===== src/rtl/dump_stream_arbiter.sv =====
// -----------------------------------------------------------------------------
// dump_stream_arbiter
//   Shares one result-dump writer between NUM_CH free-running channels. Each
//   channel owns a one-entry holding register; a round-robin arbiter drains
//   the holds into a single (wr_en, wr_data, wr_chan) stream. A capture-window
//   FSM discards the first cfg_skip granted words, emits exactly cfg_len
//   words, then raises done.
//
// Ports
//   clk        system clock, rising edge
//   rst        asynchronous active-high reset
//   cfg_start  one-cycle pulse: (re)arm a capture, latch cfg_skip/cfg_len
//   cfg_skip   granted words to discard before capturing
//   cfg_len    words to emit
//   ch_valid   per-channel sample strobe
//   ch_data    packed signed samples, channel i at [i*DATA_WIDTH +: DATA_WIDTH]
//   ch_ready   per-channel accept (combinational)
//   wr_en      one-cycle write strobe
//   wr_data    sample to write (holds last value when wr_en is low)
//   wr_chan    source channel of wr_data
//   busy       high while skipping or capturing
//   done       high once the capture window has closed
//   overflow   sticky per-channel dropped-sample flag
// -----------------------------------------------------------------------------
module dump_stream_arbiter #(
    parameter int NUM_CH     = 4,
    parameter int DATA_WIDTH = 10,
    parameter int CNT_WIDTH  = 24,
    parameter int CH_W       = $clog2(NUM_CH)
) (
    input  logic                           clk,
    input  logic                           rst,
    input  logic                           cfg_start,
    input  logic [CNT_WIDTH-1:0]           cfg_skip,
    input  logic [CNT_WIDTH-1:0]           cfg_len,
    input  logic [NUM_CH-1:0]              ch_valid,
    input  logic [NUM_CH*DATA_WIDTH-1:0]   ch_data,
    output logic [NUM_CH-1:0]              ch_ready,
    output logic                           wr_en,
    output logic signed [DATA_WIDTH-1:0]   wr_data,
    output logic [CH_W-1:0]                wr_chan,
    output logic                           busy,
    output logic                           done,
    output logic [NUM_CH-1:0]              overflow
);

    typedef enum logic [1:0] {
        ST_IDLE    = 2'd0,
        ST_SKIP    = 2'd1,
        ST_CAPTURE = 2'd2,
        ST_DONE    = 2'd3
    } state_t;

    state_t                        state_r;
    state_t                        state_next_s;
    logic [NUM_CH-1:0]             hold_full_r;
    logic signed [DATA_WIDTH-1:0]  hold_data_r [NUM_CH];
    logic [CNT_WIDTH-1:0]          skip_cnt_r;
    logic [CNT_WIDTH-1:0]          len_cnt_r;
    logic [CH_W-1:0]               rr_ptr_r;

    logic                          active_s;
    logic                          gnt_vld_s;
    logic [CH_W-1:0]               gnt_idx_s;
    logic [NUM_CH-1:0]             grant_s;
    logic [CH_W-1:0]               rr_next_s;
    logic [NUM_CH-1:0]             accept_s;
    logic [NUM_CH-1:0]             drop_s;
    logic                          next_active_s;

    assign active_s      = (state_r == ST_SKIP) || (state_r == ST_CAPTURE);
    assign next_active_s = (state_next_s == ST_SKIP) || (state_next_s == ST_CAPTURE);

    // Round-robin search over full holds starting at rr_ptr_r; a restart
    // cycle grants nothing because the holds are being flushed.
    always_comb begin
        logic [CH_W:0] sum;
        logic [CH_W-1:0] idx;
        gnt_vld_s = 1'b0;
        gnt_idx_s = '0;
        grant_s   = '0;
        sum       = '0;
        idx       = '0;
        for (int off = 0; off < NUM_CH; off++) begin
            sum = {1'b0, rr_ptr_r} + (CH_W+1)'(off);
            if (sum >= (CH_W+1)'(NUM_CH)) begin
                sum = sum - (CH_W+1)'(NUM_CH);
            end else begin
                sum = sum;
            end
            idx = sum[CH_W-1:0];
            if (!gnt_vld_s && hold_full_r[idx] && active_s && !cfg_start) begin
                gnt_vld_s = 1'b1;
                gnt_idx_s = idx;
            end else begin
                gnt_vld_s = gnt_vld_s;
            end
        end
        if (gnt_vld_s) begin
            grant_s[gnt_idx_s] = 1'b1;
        end else begin
            grant_s = '0;
        end
    end

    // Pointer moves to the channel after the winner, wrapping at NUM_CH.
    always_comb begin
        if (gnt_idx_s == CH_W'(NUM_CH - 1)) begin
            rr_next_s = '0;
        end else begin
            rr_next_s = gnt_idx_s + CH_W'(1);
        end
    end

    // Ready is combinational so a granted hold can be refilled in the same
    // cycle; outside the window samples are accepted and thrown away.
    always_comb begin
        if (active_s) begin
            ch_ready = ~hold_full_r | grant_s;
        end else begin
            ch_ready = {NUM_CH{1'b1}};
        end
        accept_s = ch_valid & ch_ready;
        if (active_s && !cfg_start) begin
            drop_s = ch_valid & ~ch_ready;
        end else begin
            drop_s = '0;
        end
    end

    // Capture-window next-state logic; cfg_start overrides everything.
    always_comb begin
        state_next_s = state_r;
        case (state_r)
            ST_IDLE: begin
                state_next_s = ST_IDLE;
            end
            ST_SKIP: begin
                if (gnt_vld_s && (skip_cnt_r <= CNT_WIDTH'(1))) begin
                    if (len_cnt_r == CNT_WIDTH'(0)) begin
                        state_next_s = ST_DONE;
                    end else begin
                        state_next_s = ST_CAPTURE;
                    end
                end else begin
                    state_next_s = ST_SKIP;
                end
            end
            ST_CAPTURE: begin
                if (gnt_vld_s && (len_cnt_r <= CNT_WIDTH'(1))) begin
                    state_next_s = ST_DONE;
                end else begin
                    state_next_s = ST_CAPTURE;
                end
            end
            ST_DONE: begin
                state_next_s = ST_DONE;
            end
            default: begin
                state_next_s = ST_IDLE;
            end
        endcase
        if (cfg_start) begin
            if (cfg_skip != CNT_WIDTH'(0)) begin
                state_next_s = ST_SKIP;
            end else if (cfg_len != CNT_WIDTH'(0)) begin
                state_next_s = ST_CAPTURE;
            end else begin
                state_next_s = ST_DONE;
            end
        end else begin
            state_next_s = state_next_s;
        end
    end

    // State register with busy/done registered alongside it.
    always_ff @(posedge clk or posedge rst) begin
        if (rst) begin
            state_r <= ST_IDLE;
            busy    <= 1'b0;
            done    <= 1'b0;
        end else begin
            state_r <= state_next_s;
            busy    <= next_active_s;
            done    <= (state_next_s == ST_DONE);
        end
    end

    // Skip/length counters: loaded on start, decremented per grant, never wrap.
    always_ff @(posedge clk or posedge rst) begin
        if (rst) begin
            skip_cnt_r <= '0;
            len_cnt_r  <= '0;
        end else if (cfg_start) begin
            skip_cnt_r <= cfg_skip;
            len_cnt_r  <= cfg_len;
        end else begin
            if (gnt_vld_s && (state_r == ST_SKIP) && (skip_cnt_r != CNT_WIDTH'(0))) begin
                skip_cnt_r <= skip_cnt_r - CNT_WIDTH'(1);
            end
            if (gnt_vld_s && (state_r == ST_CAPTURE) && (len_cnt_r != CNT_WIDTH'(0))) begin
                len_cnt_r <= len_cnt_r - CNT_WIDTH'(1);
            end
        end
    end

    // Round-robin pointer.
    always_ff @(posedge clk or posedge rst) begin
        if (rst) begin
            rr_ptr_r <= '0;
        end else if (cfg_start) begin
            rr_ptr_r <= '0;
        end else if (gnt_vld_s) begin
            rr_ptr_r <= rr_next_s;
        end
    end

    // Holding registers: flushed on restart or when the window closes;
    // an accept wins over a grant so back-to-back samples are not lost.
    always_ff @(posedge clk or posedge rst) begin
        if (rst) begin
            hold_full_r <= '0;
            for (int i = 0; i < NUM_CH; i++) begin
                hold_data_r[i] <= '0;
            end
        end else if (cfg_start || !next_active_s) begin
            hold_full_r <= '0;
        end else begin
            for (int i = 0; i < NUM_CH; i++) begin
                if (accept_s[i]) begin
                    hold_full_r[i] <= 1'b1;
                    hold_data_r[i] <= ch_data[i*DATA_WIDTH +: DATA_WIDTH];
                end else if (grant_s[i]) begin
                    hold_full_r[i] <= 1'b0;
                end
            end
        end
    end

    // Sticky overflow flags.
    always_ff @(posedge clk or posedge rst) begin
        if (rst) begin
            overflow <= '0;
        end else if (cfg_start) begin
            overflow <= '0;
        end else begin
            overflow <= overflow | drop_s;
        end
    end

    // Writer outputs: only capture-phase grants produce a write.
    always_ff @(posedge clk or posedge rst) begin
        if (rst) begin
            wr_en   <= 1'b0;
            wr_data <= '0;
            wr_chan <= '0;
        end else if (gnt_vld_s && (state_r == ST_CAPTURE)) begin
            wr_en   <= 1'b1;
            wr_data <= hold_data_r[gnt_idx_s];
            wr_chan <= gnt_idx_s;
        end else begin
            wr_en   <= 1'b0;
        end
    end

endmodule


===== config.mk =====
export PLATFORM = sky130hd
export DESIGN_NAME = dump_stream_arbiter
export DESIGN_NICKNAME = d
export VERILOG_FILES = /design/src/rtl/dump_stream_arbiter.sv
export SDC_FILE = /design/constraint.sdc
export NUM_CORES = 1
export LEC_CHECK = 0
export CAP_MARGIN = 25
export CORE_MARGIN = 2
export CORE_UTILIZATION = 35
export CTS_CLUSTER_SIZE = 40
export DETAILED_ROUTE_END_ITERATION = 10
export HOLD_SLACK_MARGIN = 0.08
export SKIP_LAST_GASP = 1
export SLEW_MARGIN = 10
export SYNTH_ARGS = -nofsm -noshare
export SYNTH_HDL_FRONTEND = slang
export SYNTH_SLANG_ARGS = --single-unit

===== constraint.sdc =====
create_clock -name clk -period 4 [get_ports clk]
set_input_delay 0.8 -clock clk [delete_from_list [all_inputs] [get_ports clk]]
set_output_delay 0.8 -clock clk [all_outputs]
set_load 0.05 [all_outputs]

# Word-level counts from Yosys, hierarchy flattened
# Cells that the tools add are included.
dict set report word_totals {
  elab_cells 153
  ff_bits 115
}
dict set report classes {
  n_reduce_logical 44
  n_eq_ne 7
  add_sub_neg 10
  bitwise 8
  n_lt_le_gt_ge 13
  n_mux 53
}
# op count
set op_table {}
lappend op_table {{$mux 24} 4}
lappend op_table {{$reduce_bool 24->1} 4}
lappend op_table {{$le 24x1->1 const B} 2}
lappend op_table {{$sub 24x1->24 const B} 2}
lappend op_table {{$mux 2} 14}
lappend op_table {{$logic_not 24->1} 1}
lappend op_table {{$mux 1} 21}
lappend op_table {{$bmux 10 s2} 1}
lappend op_table {{$mux 10} 2}
lappend op_table {{$mux 4} 5}
lappend op_table {{$logic_and 1x1->1} 19}
lappend op_table {{$lt 2x3->1 const B} 5}
lappend op_table {{$ge 3x3->1 const B} 4}
lappend op_table {{$reduce_bool 3->1} 4}
lappend op_table {{$eq 2x2->1 const B} 5}
lappend op_table {{$and 4x4->4} 2}
lappend op_table {{$bmux 1 s2} 4}
lappend op_table {{$not 4->4} 2}
lappend op_table {{$or 4x4->4} 2}
lappend op_table {{$pmux 2 s4} 1}
lappend op_table {{$reduce_and 2->1} 4}
lappend op_table {{$sub 2x1->2 const B} 4}
lappend op_table {{$add 2x2->3 const B} 2}
lappend op_table {{$reduce_bool 2->1} 3}
lappend op_table {{other kinds (11)} 18}

# Depth between registers and ports, before layout
dict set report depth {
  ltp_word 34
  ltp_mapped 14
  mapped_depth_nobuf 14
}

# Worst setup path after synthesis
# OpenSTA, ideal clock, no wires.
dict set report synth_path {
  path_kind {input port to flip-flop}
  start {input port cfg_start}
  end {register hold_data_r[0] (netlist bit)}
  stages 13
  required_ps 3875
  arrival_ps 3340
  slack_ps 535
  cell_sequence {buf_2 > and2b_1 > nand3_1 > clkinv_1 > o2111ai_1 > nor2_1 > nor3_1 > a21oi_1 > ha_1 > nor2b_1 > nand2_1 > a31oi_2 > mux2_2}
}
dict set report synth_via {
  elab_chain_cells 28
  word_cells_on_any_way 44
  cone_classes {2 x order compare; 2 x eq/ne; 16 x mux; 3 x bitwise; 21 x reduce/logical}
}
# item line
set synth_rtl {}
lappend synth_rtl {{start: declaration} 33} ;# input logic cfg_start,
lappend synth_rtl {{$logic_not 1->1} 92} ;# if (!gnt_vld_s && hold_full_r[idx] && active_s && !cfg_start) begin
lappend synth_rtl {{$logic_and 1x1->1} 92}
lappend synth_rtl {{$mux 1} 92}
lappend synth_rtl {{$logic_not 1->1} 92}
lappend synth_rtl {{$logic_and 1x1->1 (3 in series)} 92}
lappend synth_rtl {{$mux 1} 92}
lappend synth_rtl {{$logic_not 1->1} 92}
lappend synth_rtl {{$logic_and 1x1->1 (3 in series)} 92}
lappend synth_rtl {{(+10 left out)} --}
lappend synth_rtl {{net state_next_s[0]} 55} ;# state_t state_next_s;
lappend synth_rtl {{$eq 2x1->1 or $eq 2x2->1 (tied branches)} 72} ;# assign next_active_s = (state_next_s == ST_SKIP) || (state_next_s == ST_CAPTURE);
lappend synth_rtl {{$logic_or 1x1->1 *} 72}
lappend synth_rtl {{net next_active_s} 69} ;# logic next_active_s;
lappend synth_rtl {{$logic_not 1->1 *} 226} ;# end else if (cfg_start || !next_active_s) begin
lappend synth_rtl {{$logic_or 1x1->1 *} 226}
lappend synth_rtl {{$not 1->1 (no source line) *} --}
lappend synth_rtl {{$reduce_and 2->1 (no source line) *} --}
lappend synth_rtl {{end signal: indexed assignment} 232} ;# hold_data_r[i] <= ch_data[i*DATA_WIDTH +: DATA_WIDTH];
lappend synth_rtl {{end: declaration} 57} ;# logic signed [DATA_WIDTH-1:0] hold_data_r [NUM_CH];
# Mark *: on every way through the listed nets, which the timed path passes. The rest lies on a longest branch.
# A chain may end at the register's enable or synchronous reset.

# Worst setup path after layout
dict set report layout_path {
  start {register skip_cnt_r[6]}
  end {register hold_data_r[35] (netlist bit)}
}
dict set report layout_via {
  elab_chain_cells 11
  word_cells_on_any_way 12
  cone_classes {1 x order compare; 2 x eq/ne; 3 x mux; 1 x bitwise; 5 x reduce/logical}
}
# item line
set layout_rtl {}
lappend layout_rtl {{start: declaration} 58} ;# logic [CNT_WIDTH-1:0] skip_cnt_r;
lappend layout_rtl {{start signal: assignment} 195} ;# skip_cnt_r <= cfg_skip;
lappend layout_rtl {{start signal: assignment} 199} ;# skip_cnt_r <= skip_cnt_r - CNT_WIDTH'(1);
lappend layout_rtl {{$le 24x1->1 *} 139} ;# if (gnt_vld_s && (skip_cnt_r <= CNT_WIDTH'(1))) begin
lappend layout_rtl {{$logic_and 1x1->1 *} 139}
lappend layout_rtl {{$mux 2 *} 139}
lappend layout_rtl {{$pmux 2 s4 *} 134} ;# case (state_r)
lappend layout_rtl {{$mux 2 *} 163} ;# if (cfg_start) begin
lappend layout_rtl {{net state_next_s[0]} 55}
lappend layout_rtl {{$eq 2x1->1 or $eq 2x2->1 (tied branches)} 72}
lappend layout_rtl {{$logic_or 1x1->1 *} 72}
lappend layout_rtl {{net next_active_s} 69}
lappend layout_rtl {{$logic_not 1->1 *} 226}
lappend layout_rtl {{$logic_or 1x1->1 *} 226}
lappend layout_rtl {{$not 1->1 (no source line) *} --}
lappend layout_rtl {{$reduce_and 2->1 (no source line) *} --}
# Marked as above.

==> metrics.md <==
| Metric | Value |
|---|---|
| Status | `finished clean` |
| Worst-path clk slew | `0.07 ns` |
| Pwr per Cell Area | `428 nW/um^2` |
| Highest Clock Rate | `0.274 GHz` |
| Vias/cell | `5.30` |
| Hold_buf cts | `0` |
| H-tree level count | `4` |
| DR iter-0 viols | `251` |
| Worst Path Max Fanout | `10` |
| Clk root buf | `clkbuf_16` |
| Yosys warnings | `0` |
| First-pass GRT wire length | `26.1 mm` |
| Worst hold slack | `0.497 ns` |
| Pre-antenna DRT Iters | `4` |
| Worst Hold Depth | `2` |
| Num ports | `118` |
| EDFF count, synth | `0` |
| Post-Synthesis Cells | `571` |
| Routed Antenna Nets | `0` |
| CTS buffer count | `17` |
| CTS tree | `built` |
| PortBufs | `117` |
| Slew Limit Headroom | `53.4%` |
| Cell area after layout | `8090 sq um` |
| R2R cell count | `13` |
| Clock Skew | `0.0132 ns` |
| DRC errors left | `0` |
| Clk_lat worst skew | `0.42 ns` |
| Final setup fails | `0` |
| WL per Instance | `16.9 microns` |
| Std cell rows | `47` |
| Max cap viols | `0` |
| Clock sink count | `115` |
| Clk buf depth | `2` |
| Placer Congestion | `0.805` |
| Synthesized cell area | `5920 sq um` |
| Filler cells | `1545` |
| Antenna violations before repair | `0` |
| Worst slew pin tran | `0.695 ns` |
| Vias post-DR | `4983` |
| WP data arrival | `3.96 ns` |
| Storage element area | `2880 sq um` |
| Placed Area | `7470 sq um` |
| Nets | `812` |
| Leak Pwr | `3.23 nW` |
| Die outline width | `134 microns` |
| Register area share after synthesis | `48.6%` |
| FFs w/ async S/R, synth | `100%` |
| Detailed Place HPWL | `11.7 mm` |
| N_diodes | `0` |
| Core area | `16600 sq um` |
| Number of global-route vias before repair | `5237` |
| Peak supply drop | `0.291 mV` |
| GR Overflow Total | `0` |
| Chip Height | `134 microns` |
| Crit path required time | `4.30 ns` |
| Post-cts repair resize count | `0` |
| Worst hold path class | `flip-flop to flip-flop` |
| Die area | `18000 sq um` |
| Tcrit/Tclk final | `91.4%` |
| Worst setup EP type | `flip-flop` |
| Yosys reg bits | `115` |
| Count of different cell masters after synthesis | `62` |
| Top FF cell, synth | `dfrtp_1` |
| Sum Neg Setup Slack | `0 ns` |
| RSZ-0062 raised after global routing | `false` |
| Finished Layout Cells | `941` |
| Initial Utilization | `35.7%` |
| Routed WL | `15.9 mm` |
| Mean Syn Cell Area | `10.4 sq um` |
| Min Tclk post-route | `3.66 ns` |
| Fraction of layout cells with a size suffix above 1 | `17.6%` |
| Area of the multi-input gates | `2880 sq um` |
| Dpl cells | `908` |
| Final hold vios | `0` |
| Synthesized Nets | `675` |
| Largest net degree at the start of global routing | `76` |
| Crit path kind | `flip-flop to flip-flop` |
| CP Launch Type | `flip-flop` |
| Total GRT Usage | `18.3%` |
| Total power | `3.46 mW` |
| Max Transition Viols Final | `0` |
| Setup Fix Bufs, Post-CTS | `0` |
| Synth-to-Final Area Change | `36.5%` |
## final cells by class
class | count | share of cell area (%)
well taps | 220 | 3.40
repair buffers | 139 | 17.5
inverters | 13 | 0.634
flip-flops and latches | 115 | 35.6
multi-input cells | 422 | 35.6
clock inverters | 15 | 2.03
clock buffers | 17 | 5.26
## state kept, by name, indices dropped and copies added, names as in the netlist
signal	flops
state_r	2
rr_ptr_r	2
done	1
hold_full_r	4
skip_cnt_r	24
busy	1
overflow	4
hold_data_r	40
wr_en	1
wr_data	10
wr_chan	2
len_cnt_r	24
## layer usage
metal | vias up | global-route usage (%) | part of all wire, %
met4 | 0 | 5.09 | 0.76
met2 | 127 | 31.4 | 51
met3 | 8 | 4.42 | 4.6
met1 | 2475 | 23.1 | 43
met5 | - | 0 | 0
li1 | 2373 | - | -
## cells in the final DEF (no fill, tap or decap), types with 9 or more instances in the layout
cell type	synthesis	final
a21oi_1	16	16
buf_4	1	19
clkbuf_16	0	17
clkdlybuf4s50_1	0	112
dfrtp_1	115	115
ha_1	9	9
inv_1	11	10
mux2_2	47	47
mux2i_1	21	21
nand2_1	81	81
nand3_1	28	28
nor2_1	40	40
nor3_1	13	13
nor4_1	21	21
o211ai_1	12	12
o21ai_0	25	25
o221ai_1	10	10
xnor2_1	12	12
xor2_1	13	13
## power by group
| group | internal, mW | switching [mW] | total, mW |
|---|---|---|---|
| sequential | 1.33 | 0.118 | 1.45 |
| combinational | 0.295 | 0.236 | 0.532 |
| clock | 0.835 | 0.651 | 1.49 |
| total | 2.46 | 1.01 | 3.46 |
## Yosys cell counts (4+ instances only)
master,instances,area [sq um]
dfrtp_1,115,2880
nand2_1,81,304
mux2_2,47,529
nor2_1,40,150
nand3_1,28,140
o21ai_0,25,125
mux2i_1,21,210
nor4_1,21,131
a21oi_1,16,80.1
clkbuf_1,13,48.8
nor3_1,13,65.1
xor2_1,13,114
o211ai_1,12,90.1
xnor2_1,12,105
inv_1,11,41.3
o221ai_1,10,87.6
ha_1,9,113
a221o_1,4,40.0
and2_1,4,25.0
nand2b_1,4,25.0
or3_2,4,30.0
## logic make-up (layout without fill, tap and decap cells)
| group | after synthesis | in the layout | synth area share (%) |
|---|---|---|---|
| buffers and inverters | 34 | 184 | 2.87 |
| AOI/OAI and AO/OA | 94 | 94 | 11.4 |
| and+or+nand+nor | 226 | 226 | 19.1 |
| muxes | 68 | 68 | 12.5 |
| DFF | 115 | 115 | 48.6 |
| xor gates and xnor gates | 25 | 25 | 3.70 |
| adders and majority gates | 9 | 9 | 1.90 |
## final timing paths
path / startpoint / to / slack (ns)
max: skip_cnt_r[6] / hold_data_r[35] / 0.34
max reg2reg: skip_cnt_r[6] / hold_data_r[35] / 0.34
min in group asynchronous: rst / hold_data_r[20] / 0.65
min: wr_chan[0] / wr_chan[0] / 0.50
max in group asynchronous: rst / hold_data_r[8] / 2.78
min reg2reg: wr_chan[0] / wr_chan[0] / 0.50
## stage by stage
| step | utilization, % | worst slack, ns |
|---|---|---|
| 2_1_floorplan | - | 0.156 |
| 3_3_place_gp | 45.0 | 0.107 |
| 4_1_cts | 48.6 | 0.328 |
| 3_5_place_dp | 45.0 | 0.124 |
| 5_1_grt | 48.8 | 0.0625 |
| 6_report | 48.8 | 0.344 |
## critical path: stages (launching register included)
cell      delay (ns)
dfrtp_1         0.42
or4_2           0.70
nor4b_4         0.39
and2_1          0.20
o211ai_1        0.11
o31ai_1         0.23
a21oi_1         0.13
ha_1            0.32
nor2b_1         0.14
buf_4           0.14
nand2_1         0.08
a31oi_4         0.19
buf_12          0.16
mux2_2          0.34
(Power assumes the default switching activity.)
